`config.mk`:
```
export PLATFORM = sky130hd
export DESIGN_NAME = wavelet_level_scheduler_flat
export DESIGN_NICKNAME = d
export VERILOG_FILES = /design/src/rtl/wavelet_pkg.sv /design/src/rtl/wavelet_level_scheduler_if.sv /design/src/rtl/wavelet_tick_decoder.sv /design/src/rtl/wavelet_level_scheduler.sv /design/src/flat_wrapper.sv
export SDC_FILE = /design/constraint.sdc
export NUM_CORES = 1
export LEC_CHECK = 0
export BUFFER_PORTS_ARGS = -buffer_cell sky130_fd_sc_hd__buf_2
export CAP_MARGIN = 20
export CORE_UTILIZATION = 54
export DETAILED_ROUTE_END_ITERATION = 7
export PLACE_DENSITY_LB_ADDON = 0.15
export SYNTH_ARGS = -nofsm -noshare
export SYNTH_HDL_FRONTEND = slang
export SYNTH_SLANG_ARGS = --single-unit
```
`constraint.sdc`:
```
create_clock -name clk -period 2.25 [get_ports clk]
set_input_delay 0.225 -clock clk [delete_from_list [all_inputs] [get_ports clk]]
set_output_delay 0.225 -clock clk [all_outputs]
set_load 0.03 [all_outputs]
```
`src/rtl/wavelet_pkg.sv`:
```
// Shared types and helpers for the wavelet level scheduler and its level-rate consumers.
package wavelet_pkg;

    localparam int unsigned MAX_LEVELS = 8;

    typedef enum logic [1:0] {
        IDLE,
        RUN,
        FLUSH,
        DONE
    } state_t;

    // Bit k is set when (idx+1) is a multiple of 2^(k+1), i.e. the low k+1 bits of idx are all ones.
    function automatic logic [MAX_LEVELS-1:0] tick_mask(input logic [MAX_LEVELS-1:0] idx);
        logic [MAX_LEVELS-1:0] m;
        m[0] = idx[0];
        for (int unsigned k = 1; k < MAX_LEVELS; k++) begin
            m[k] = m[k-1] & idx[k];
        end
        return m;
    endfunction

endpackage

```
`src/rtl/wavelet_level_scheduler_if.sv`:
```
// Control, sample handshake and level-enable bundle between sample source and scheduler.
interface wavelet_level_scheduler_if #(
    parameter int unsigned LEVELS = 3,
    parameter int unsigned CNT_W  = 6
);
    logic              start;
    logic              clr;
    logic              in_valid;
    logic              in_ready;
    logic [LEVELS-1:0] lvl_en;
    logic [CNT_W-1:0]  sample_idx;
    logic              busy;
    logic              done;

    modport master (
        output start, clr, in_valid,
        input  in_ready, lvl_en, sample_idx, busy, done
    );

    modport slave (
        input  start, clr, in_valid,
        output in_ready, lvl_en, sample_idx, busy, done
    );
endinterface

```
`src/rtl/wavelet_tick_decoder.sv`:
```
// Registered per-level enable ticks derived from an accepted sample index.
module wavelet_tick_decoder
    import wavelet_pkg::*;
#(
    parameter int unsigned LEVELS = 3,
    parameter int unsigned CNT_W  = 6
) (
    input  logic              clk,
    input  logic              rstn,
    input  logic              accept,
    input  logic [CNT_W-1:0]  idx,
    output logic [LEVELS-1:0] lvl_en
);

    always_ff @(posedge clk or negedge rstn) begin
        if (!rstn) begin
            lvl_en <= '0;
        end else begin
            lvl_en <= accept ? LEVELS'(tick_mask(MAX_LEVELS'(idx))) : '0;
        end
    end

endmodule

```
`src/rtl/wavelet_level_scheduler.sv`:
```
// Frame sequencer: counts accepted samples, issues decimated level enables, flushes, then pulses done.
module wavelet_level_scheduler
    import wavelet_pkg::*;
#(
    parameter int unsigned LEVELS    = 3,
    parameter int unsigned FRAME_LEN = 64,
    parameter int unsigned FLUSH_CYC = 4,
    parameter int unsigned CNT_W     = $clog2(FRAME_LEN)
) (
    input logic                      clk,
    input logic                      rstn,
    wavelet_level_scheduler_if.slave bus
);

    localparam int unsigned      FL_W    = (FLUSH_CYC > 1) ? $clog2(FLUSH_CYC) : 1;
    localparam logic [CNT_W-1:0] LAST    = CNT_W'(FRAME_LEN - 1);
    localparam logic [FL_W-1:0]  FL_LAST = FL_W'(FLUSH_CYC - 1);

    state_t           state;
    logic [CNT_W-1:0] cnt;
    logic [CNT_W-1:0] idx_q;
    logic [FL_W-1:0]  flush_cnt;
    logic             rdy_q;
    logic             busy_q;
    logic             done_q;
    logic             accept;

    assign accept         = bus.in_valid & rdy_q & ~bus.clr;
    assign bus.in_ready   = rdy_q;
    assign bus.sample_idx = idx_q;
    assign bus.busy       = busy_q;
    assign bus.done       = done_q;

    wavelet_tick_decoder #(
        .LEVELS (LEVELS),
        .CNT_W  (CNT_W)
    ) u_tick (
        .clk    (clk),
        .rstn   (rstn),
        .accept (accept),
        .idx    (cnt),
        .lvl_en (bus.lvl_en)
    );

    always_ff @(posedge clk or negedge rstn) begin
        if (!rstn) begin
            state     <= IDLE;
            cnt       <= '0;
            idx_q     <= '0;
            flush_cnt <= '0;
            rdy_q     <= 1'b0;
            busy_q    <= 1'b0;
            done_q    <= 1'b0;
        end else if (bus.clr) begin
            state     <= IDLE;
            cnt       <= '0;
            idx_q     <= '0;
            flush_cnt <= '0;
            rdy_q     <= 1'b0;
            busy_q    <= 1'b0;
            done_q    <= 1'b0;
        end else begin
            done_q <= 1'b0;
            unique case (state)
                IDLE: begin
                    if (bus.start) begin
                        state  <= RUN;
                        cnt    <= '0;
                        rdy_q  <= 1'b1;
                        busy_q <= 1'b1;
                    end
                end
                RUN: begin
                    if (accept) begin
                        idx_q <= cnt;
                        cnt   <= cnt + CNT_W'(1);
                        // ready drops together with the final all-level tick
                        if (cnt == LAST) begin
                            state     <= FLUSH;
                            rdy_q     <= 1'b0;
                            flush_cnt <= '0;
                        end
                    end
                end
                FLUSH: begin
                    if (flush_cnt == FL_LAST) begin
                        state     <= DONE;
                        busy_q    <= 1'b0;
                        done_q    <= 1'b1;
                        flush_cnt <= '0;
                    end else begin
                        flush_cnt <= flush_cnt + FL_W'(1);
                    end
                end
                DONE: begin
                    state <= IDLE;
                end
            endcase
        end
    end

endmodule

```
`src/flat_wrapper.sv`:
```
// flat-port wrapper written by rule: the top's interface ports become plain ports
module wavelet_level_scheduler_flat import wavelet_pkg::*;
#(
    parameter int unsigned LEVELS    = 3,
    parameter int unsigned FRAME_LEN = 64,
    parameter int unsigned FLUSH_CYC = 4,
    parameter int unsigned CNT_W     = $clog2(FRAME_LEN)
)
  (clk, rstn, bus_start, bus_clr, bus_in_valid, bus_in_ready, bus_lvl_en, bus_sample_idx, bus_busy, bus_done);
  wavelet_level_scheduler_if #(.LEVELS(LEVELS), .CNT_W(CNT_W)) bus_i ();
  input logic clk;
  input logic rstn;
  input wire logic [$bits(bus_i.start)-1:0] bus_start;
  input wire logic [$bits(bus_i.clr)-1:0] bus_clr;
  input wire logic [$bits(bus_i.in_valid)-1:0] bus_in_valid;
  output wire logic [$bits(bus_i.in_ready)-1:0] bus_in_ready;
  output wire logic [$bits(bus_i.lvl_en)-1:0] bus_lvl_en;
  output wire logic [$bits(bus_i.sample_idx)-1:0] bus_sample_idx;
  output wire logic [$bits(bus_i.busy)-1:0] bus_busy;
  output wire logic [$bits(bus_i.done)-1:0] bus_done;
  assign bus_i.start = bus_start;
  assign bus_i.clr = bus_clr;
  assign bus_i.in_valid = bus_in_valid;
  assign bus_in_ready = bus_i.in_ready;
  assign bus_lvl_en = bus_i.lvl_en;
  assign bus_sample_idx = bus_i.sample_idx;
  assign bus_busy = bus_i.busy;
  assign bus_done = bus_i.done;
  wavelet_level_scheduler #(.LEVELS(LEVELS), .FRAME_LEN(FRAME_LEN), .FLUSH_CYC(FLUSH_CYC), .CNT_W(CNT_W)) u_core (.clk(clk), .rstn(rstn), .bus(bus_i));
endmodule
```
==> out/qor.csv, run 1 <==
stage;metric;value;unit
setup_path;Req. time, crit path;2480;ps
die;Std-Cell Rows;16;
setup_path;worst r2r dst;u_core.cnt[5];
placement;routability cong.;0.759;
power_and_ir_drop;Leakage;0.649;nW
timing;fin. max-slew vios;0;
worst_hold_path;min-delay worst type;in2reg;
setup_path;Setup crit end;u_core.cnt[5];
layout;ant diodes;0;
setup_path;reg2reg path depth;6;
cts;clk_lat worst skew;300;ps
placement;I/O Buffers;16;
cts;hold_buf cts;1;
route;Via density;5.55;
timing;actual slew at the worst max-slew pin;465;ps
route;DRC errors left;0;
timing;# setup viols final;0;
setup_path;r2r startpoint;u_core.state[0];
layout;layout cells sized above 1;17.6;%
cts;Clock H-tree levels;1;
layout;post-route cell area;1280;µm²
placement;placed insts;147;
cts;CTS tree;built;
setup_path;critical path class;reg2reg;
layout;storage element area;551;µm²
cts;CTS sink count;22;
placement;post-detail-place hpwl;1450;µm
die;die width;47.4;µm
setup_path;arrival time worst endpoint;2120;ps
synth;mux share of post-synthesis cell area;8.42;%
synth;Mapped Area;1110;µm²
timing;Setup TNS;0;ps
cts;Post-CTS Resized;0;
layout;Non-Filler Instances;152;
die;Die Height;47.4;µm
grt;GRT Total Usage;21.4;%
route;Routed WL;2070;µm
setup_path;Setup crit start;u_core.state[0];
placement;Setup WS pre-CTS;400;ps
timing;RSZ-0062 raised after global routing;false;
cts;maximum clock insertion buffer count;2;
timing;relative slew slack;69.0;%
cts;Num CTS Buffers;3;
setup_path;crit start category;register;
timing;min cycle time layout;1890;ps
timing;Setup Skew;7.85;ps
synth;XOR/XNOR share of the synthesized area;0;%
setup_path;Setup crit end kind;register;
layout;Layout Nets;138;
layout;footprint of the multi-input gates;538;µm²
layout;most common cell after layout, fill and taps aside;dfrtp_1;
die;Core Area;1940;µm²
grt;first-pass GRT wire length;3290;µm
die;IO Pins;17;
die;Initial Utilization;57.4;%
route;Avg WL per Cell;13.6;µm
die;DIE AREA;2250;µm²
synth;Syn Area/Cell;10.5;µm²
synth;Synth Area in Compound Gates;14.4;%
timing;maximum clock rate;528;MHz
synth;post-synthesis adder-cell area fraction;7.86;%
grt;GRT Residual Overflow;0;
synth;Synth Area in Simple Gates;17.6;%
setup_path;setup slack, reg-to-reg;360;ps
layout;most frequent cells in the layout;22 x dfrtp_1, 16 x buf_2, 13 x nor2_1, 8 x mux2i_1, 7 x ha_1;
route;Via Count;844;
grt;initial antenna violation count;0;
placement;Post-Place Cell Area;1220;µm²
synth;flops & latches, synth;22;
synth;largest family of logic cells by synthesized area;simple AND/OR/NAND/NOR gates;
timing;Fin. Hold Viols;0;
layout;Final Util;66.1;%
synth;Post-Syn Nets;118;
route;initial DRC count;15;
power_and_ir_drop;worst vdd ir;0.700;mV
timing;setup ws final;357;ps
power_and_ir_drop;PwrDens;920;nW/µm²
cts;clk root buf;clkbuf_4;
timing;Period Utilization, post-route;84.2;%
route;Detail Route Antenna Nets;0;
cts;clock transition at the registers of the reported paths;130;ps
synth;post-synthesis cell count;106;
cts;Setup Buffers After CTS;0;
grt;pin count of the biggest net entering global routing;24;
synth;synth warn;0;
synth;synth unique cells;33;
layout;Fillers;175;
flow_run;Max Cap Viol;0;
grt;vias in the first global route;740;
outcome;outcome;complete, no violations;
synth;register area share after synthesis;49.4;%
route;DRT Pass-1 Iters;4;
setup_path;critical-path maximum fanout;9;
layout;area delta synth->final;15.2;%
[worst min path at each step]
stage / start / end / slack, ps / cells after the start
after floorplan: rstn / u_core.bus.busy / -70 / 0
after global placement: rstn / u_core.bus.done / 200 / 1
after detailed placement: rstn / u_core.bus.done / 210 / 1
after CTS: bus_clr / u_core.bus.sample_idx[4] / 310 / 2
after global routing: bus_clr / u_core.bus.sample_idx[4] / 330 / 2
final: bus_clr / u_core.bus.sample_idx[3] / 330 / 2
[power by group]
group          switching (mW)  leakage, nW  internal (mW)  total [mW]
registers              0.0354        0.303          0.434       0.469
clock network           0.119       0.0279          0.180       0.298
logic                   0.255        0.319          0.158       0.414
[worst max-delay path: stages (launching register included)]
cell	delay (ps)
dfrtp_1	410
inv_1	90
ha_1	260
mux2i_2	220
or3_1	380
or3_1	320
a21oi_1	140
[metal layers]
| layer | global-route usage, % | wire length (µm) | vias up | share of wire, % |
|---|---|---|---|---|
| li1 | - | - | 420 | - |
| met1 | 30.0 | 1020 | 407 | 49 |
| met2 | 32.9 | 966 | 15 | 47 |
| met3 | 3.77 | 65 | 2 | 3.1 |
| met4 | 8.57 | 16 | 0 | 0.77 |
| met5 | 0 | 0 | - | 0 |
[synthesized netlist by cell type (all sizes together)]
library cell  instances  area share [%]
a211oi                1             1.1
a21o                  1            0.67
a21oi                 5             2.2
a22oi                 2             1.3
and3                  1            0.56
and4                  1            0.79
buf                   1            0.34
clkbuf                1            0.34
dfrtp                22              49
ha                    7             7.9
inv                   5             1.7
mux2i                 9             8.4
nand2                 4             1.3
nand2b                2             1.1
nand3                 3             1.3
nand4                 1            0.56
nand4b                1            0.79
nor2                 13             4.4
nor2b                 1            0.56
nor3                  2            0.90
nor3b                 3             2.0
o21a                  3             2.0
o21ai                 6             2.7
o21bai                1            0.67
o22a                  1            0.79
o22ai                 1            0.56
o31a                  1            0.79
o31ai                 1            0.67
o41ai                 1            0.79
or2b                  1            0.67
or3                   3             1.7
or4b                  1            0.90
[cell families (layout without fill, tap and decap cells)]
kind of cell | Yosys count | count (layout)
flops | 22 | 22
mux | 9 | 9
compound gates | 24 | 24
buf+inv | 7 | 26
simple gates | 37 | 37
fa+ha+maj | 7 | 7
[registers in the layout, summed over array words and instances, names as in the netlist]
signal,count
u_core.bus.busy,1
u_core.bus.done,1
u_core.bus.in_ready,1
u_core.bus.sample_idx,6
u_core.cnt,6
u_core.flush_cnt,2
u_core.state,2
u_core.u_tick.lvl_en,3
[cell type report]
cell class | count | area share (%)
inverters | 5 | 1.46
multi-input cells | 77 | 41.9
repair buffers | 17 | 7.02
flip-flops and latches | 22 | 42.9
clock buffers | 3 | 1.75
clock inverters | 1 | 2.34
well taps | 27 | 2.63
[through the flow]
step / hold WS, ps / power [mW]
6_report: 328 / 1.18
5_1_grt: 328 / 1.26
3_5_place_dp: 212 / 0.880
2_1_floorplan: -70.6 / 0.784
4_1_cts: 313 / 1.19
3_3_place_gp: 203 / 0.864
Note: power is estimated with default switching activity, not from simulation.
==> inputs of run 2 (changes only) <==
--- a/config.mk
+++ b/config.mk
@@ -7,7 +7,7 @@
 export LEC_CHECK = 0
 export BUFFER_PORTS_ARGS = -buffer_cell sky130_fd_sc_hd__buf_2
 export CAP_MARGIN = 20
-export CORE_UTILIZATION = 54
+export CORE_UTILIZATION = 49
 export DETAILED_ROUTE_END_ITERATION = 7
 export PLACE_DENSITY_LB_ADDON = 0.15
 export SYNTH_ARGS = -nofsm -noshare
==> constraint.sdc (replaced) <==
create_clock -name clk -period 1.65 [get_ports clk]
set_input_delay 0.165 -clock clk [delete_from_list [all_inputs] [get_ports clk]]
set_output_delay 0.165 -clock clk [all_outputs]
set_load 0.03 [all_outputs]
==> run 2 against run 1 <==
The flow now finishes with violations (negative setup slack); sequential power rose by 36%; final area rose by 11%; hold slack got worse by 180 ps; routed wire length rose by 12%; clock power barely moved.
==> out/qor.csv, run 2 (synthesis results as in run 1) <==
stage;metric;value;unit;change
setup_path;Setup crit end kind;register;;
layout;most frequent cells in the layout;22 x dfrtp_1, 16 x buf_2, 12 x nor2_1, 11 x buf_4, 8 x mux2i_1;;
layout;Fillers;169;;-3.4%
route;initial DRC count;19;;+4
layout;most common cell after layout, fill and taps aside;dfrtp_1;;
timing;maximum clock rate;589;MHz;+12%
worst_hold_path;min-delay worst type;in2reg;;
route;Routed WL;2310;µm;+12%
timing;fin. max-slew vios;0;;unchanged
die;Core Area;2040;µm²;+5.2%
route;DRC errors left;0;;unchanged
die;Initial Utilization;54.6;%;-2.8 points
layout;ant diodes;0;;unchanged
layout;area delta synth->final;27.6;%;
cts;clk root buf;clkbuf_4;;
power_and_ir_drop;total power;1.79;mW;+51%
layout;storage element area;551;µm²;unchanged
route;Via Count;913;;+8.2%
die;IO Pins;17;;unchanged
power_and_ir_drop;Leakage;0.702;nW;+8.2%
grt;first-pass GRT wire length;4060;µm;+23%
setup_path;CP dominant cell by count;or3_1;;
timing;relative slew slack;68.2;%;-0.77 points
cts;clk_lat worst skew;310;ps;about the same
cts;Clock H-tree levels;1;;unchanged
layout;post-route cell area;1420;µm²;+11%
grt;GRT Total Usage;22.3;%;+0.96 points
timing;hold_ws;144;ps;-185 ps
die;Die Height;49.7;µm;+4.8%
layout;layout cells sized above 1;30.9;%;+13 points
cts;CTS sink count;22;;unchanged
grt;GRT Residual Overflow;0;;unchanged
layout;footprint of the multi-input gates;611;µm²;+13%
setup_path;largest stage delay on the critical path;390;ps;-20 ps
route;Via density;5.60;;+0.88%
placement;post-detail-place hpwl;1690;µm;+17%
die;die width;49.7;µm;+4.8%
power_and_ir_drop;PwrDens;1260;nW/µm²;+37%
cts;Num CTS Buffers;3;;unchanged
setup_path;worst-path cell chain;inv_2, ha_4, mux2i_4, or3_1, or3_1, a21oi_2;;
timing;Setup Skew;7.63;ps;-0.224 ps
timing;Period Utilization, post-route;103;%;+19 points
grt;vias in the first global route;909;;+23%
setup_path;CP max-delay cell;dfrtp_1;;
setup_path;critical path buffer and inverter count;1;;unchanged
die;Std-Cell Rows;16;;unchanged
placement;Post-Place Cell Area;1330;µm²;+9.1%
route;Detail Route Antenna Nets;0;;unchanged
timing;# setup viols final;2;;+2
cts;maximum clock insertion buffer count;2;;unchanged
cts;clock transition at the registers of the reported paths;130;ps;about the same
setup_path;Req. time, crit path;1900;ps;-580 ps
timing;actual slew at the worst max-slew pin;476;ps;+11.6 ps
timing;RSZ-0062 raised after global routing;true;;
power_and_ir_drop;worst vdd ir;1.01;mV;+44%
setup_path;arrival time worst endpoint;1950;ps;-170 ps
setup_path;CP delay by family, top;simple AND/OR/NAND/NOR gates;;
layout;Layout Nets;149;;+8.0%
outcome;violated checks;negative setup slack;;
route;DRT Pass-1 Iters;4;;unchanged
timing;Setup TNS;-57.8;ps;-57.8 ps
outcome;outcome;complete, but fails checks;;
timing;setup ws final;-47.5;ps;-404 ps
cts;CTS tree;built;;
timing;Fin. Hold Viols;0;;unchanged
setup_path;critical path class;reg2reg;;
placement;I/O Buffers;16;;unchanged
grt;pin count of the biggest net entering global routing;23;;-4.2%
flow_run;Max Cap Viol;0;;unchanged
grt;initial antenna violation count;0;;unchanged
setup_path;crit start category;register;;
die;DIE AREA;2470;µm²;+9.8%
setup_path;critical-path maximum fanout;4;;-5
route;Avg WL per Cell;14.2;µm;+4.1%
placement;routability cong.;0.859;;+13%
timing;min cycle time layout;1700;ps;-196 ps
==> run 2: changes by cell type in the layout (fill, tap and decap cells not counted), moves of 3 or more <==
| cell | change |
|---|---|
| ha_4 | +3 |
| a21oi_1 | -3 |
| ha_1 | -3 |
| buf_4 | +11 |
==> run 2: where the power goes <==
part | switching, mW | total (mW) | internal, mW
clock | 0.167 | 0.301 | 0.135
sequential | 0.0445 | 0.636 | 0.592
combinational | 0.439 | 0.851 | 0.412
total | 0.650 | 1.79 | 1.14
==> run 2: metal layers <==
layer	track usage, %	up-vias	wire length (µm)
li1	-	439	-
met1	29.3	441	1040
met2	36.7	29	1100
met3	2.78	4	114
met4	10.0	0	48
met5	0	-	0
==> run 2: repair_timing <==
action	4_1_cts	5_1_grt
gates cloned	0	0
hold buffers	1	0
hold endpoints to repair	22	0
setup buffers	1	0
setup endpoints to repair	3	7
resized for setup	1	7
pin swaps	2	0
==> run 2: path summary, 6_finish.rpt <==
check / from / to / slack [ps] / cells after the start
max in group asynchronous: rstn / u_core.cnt[4] / 1000 / 2
min reg2reg: u_core.flush_cnt[0] / u_core.flush_cnt[0] / 490 / 1
min in group asynchronous: rstn / u_core.flush_cnt[0] / 320 / 2
max reg2reg: u_core.state[1] / u_core.cnt[5] / -50 / 6
min: bus_clr / u_core.cnt[4] / 140 / 2
max: u_core.state[1] / u_core.cnt[5] / -50 / 6
==> run 2: final cells by class <==
type | instances | share of cell area [%]
clock buffers | 4 | 2.55
inverters | 5 | 1.32
flip-flops and latches | 22 | 38.7
well taps | 27 | 2.37
repair buffers | 28 | 12.1
multi-input cells | 77 | 42.9
==> run 2: worst register-to-register path, stage by stage, from the launching register on <==
cell,delay (ps)
dfrtp_1,390
inv_2,90
ha_4,190
mux2i_4,190
or3_1,310
or3_1,330
a21oi_2,140
==> run 2: through the flow <==
stage,setup WS [ps],std cells,util [%]
6_report,-47.5,163,69.7
5_1_grt,-112,163,69.7
4_1_cts,-23.3,163,68.4
3_5_place_dp,-15.4,157,65.3
3_3_place_gp,36.8,157,65.3
2_1_floorplan,-10.1,106,-
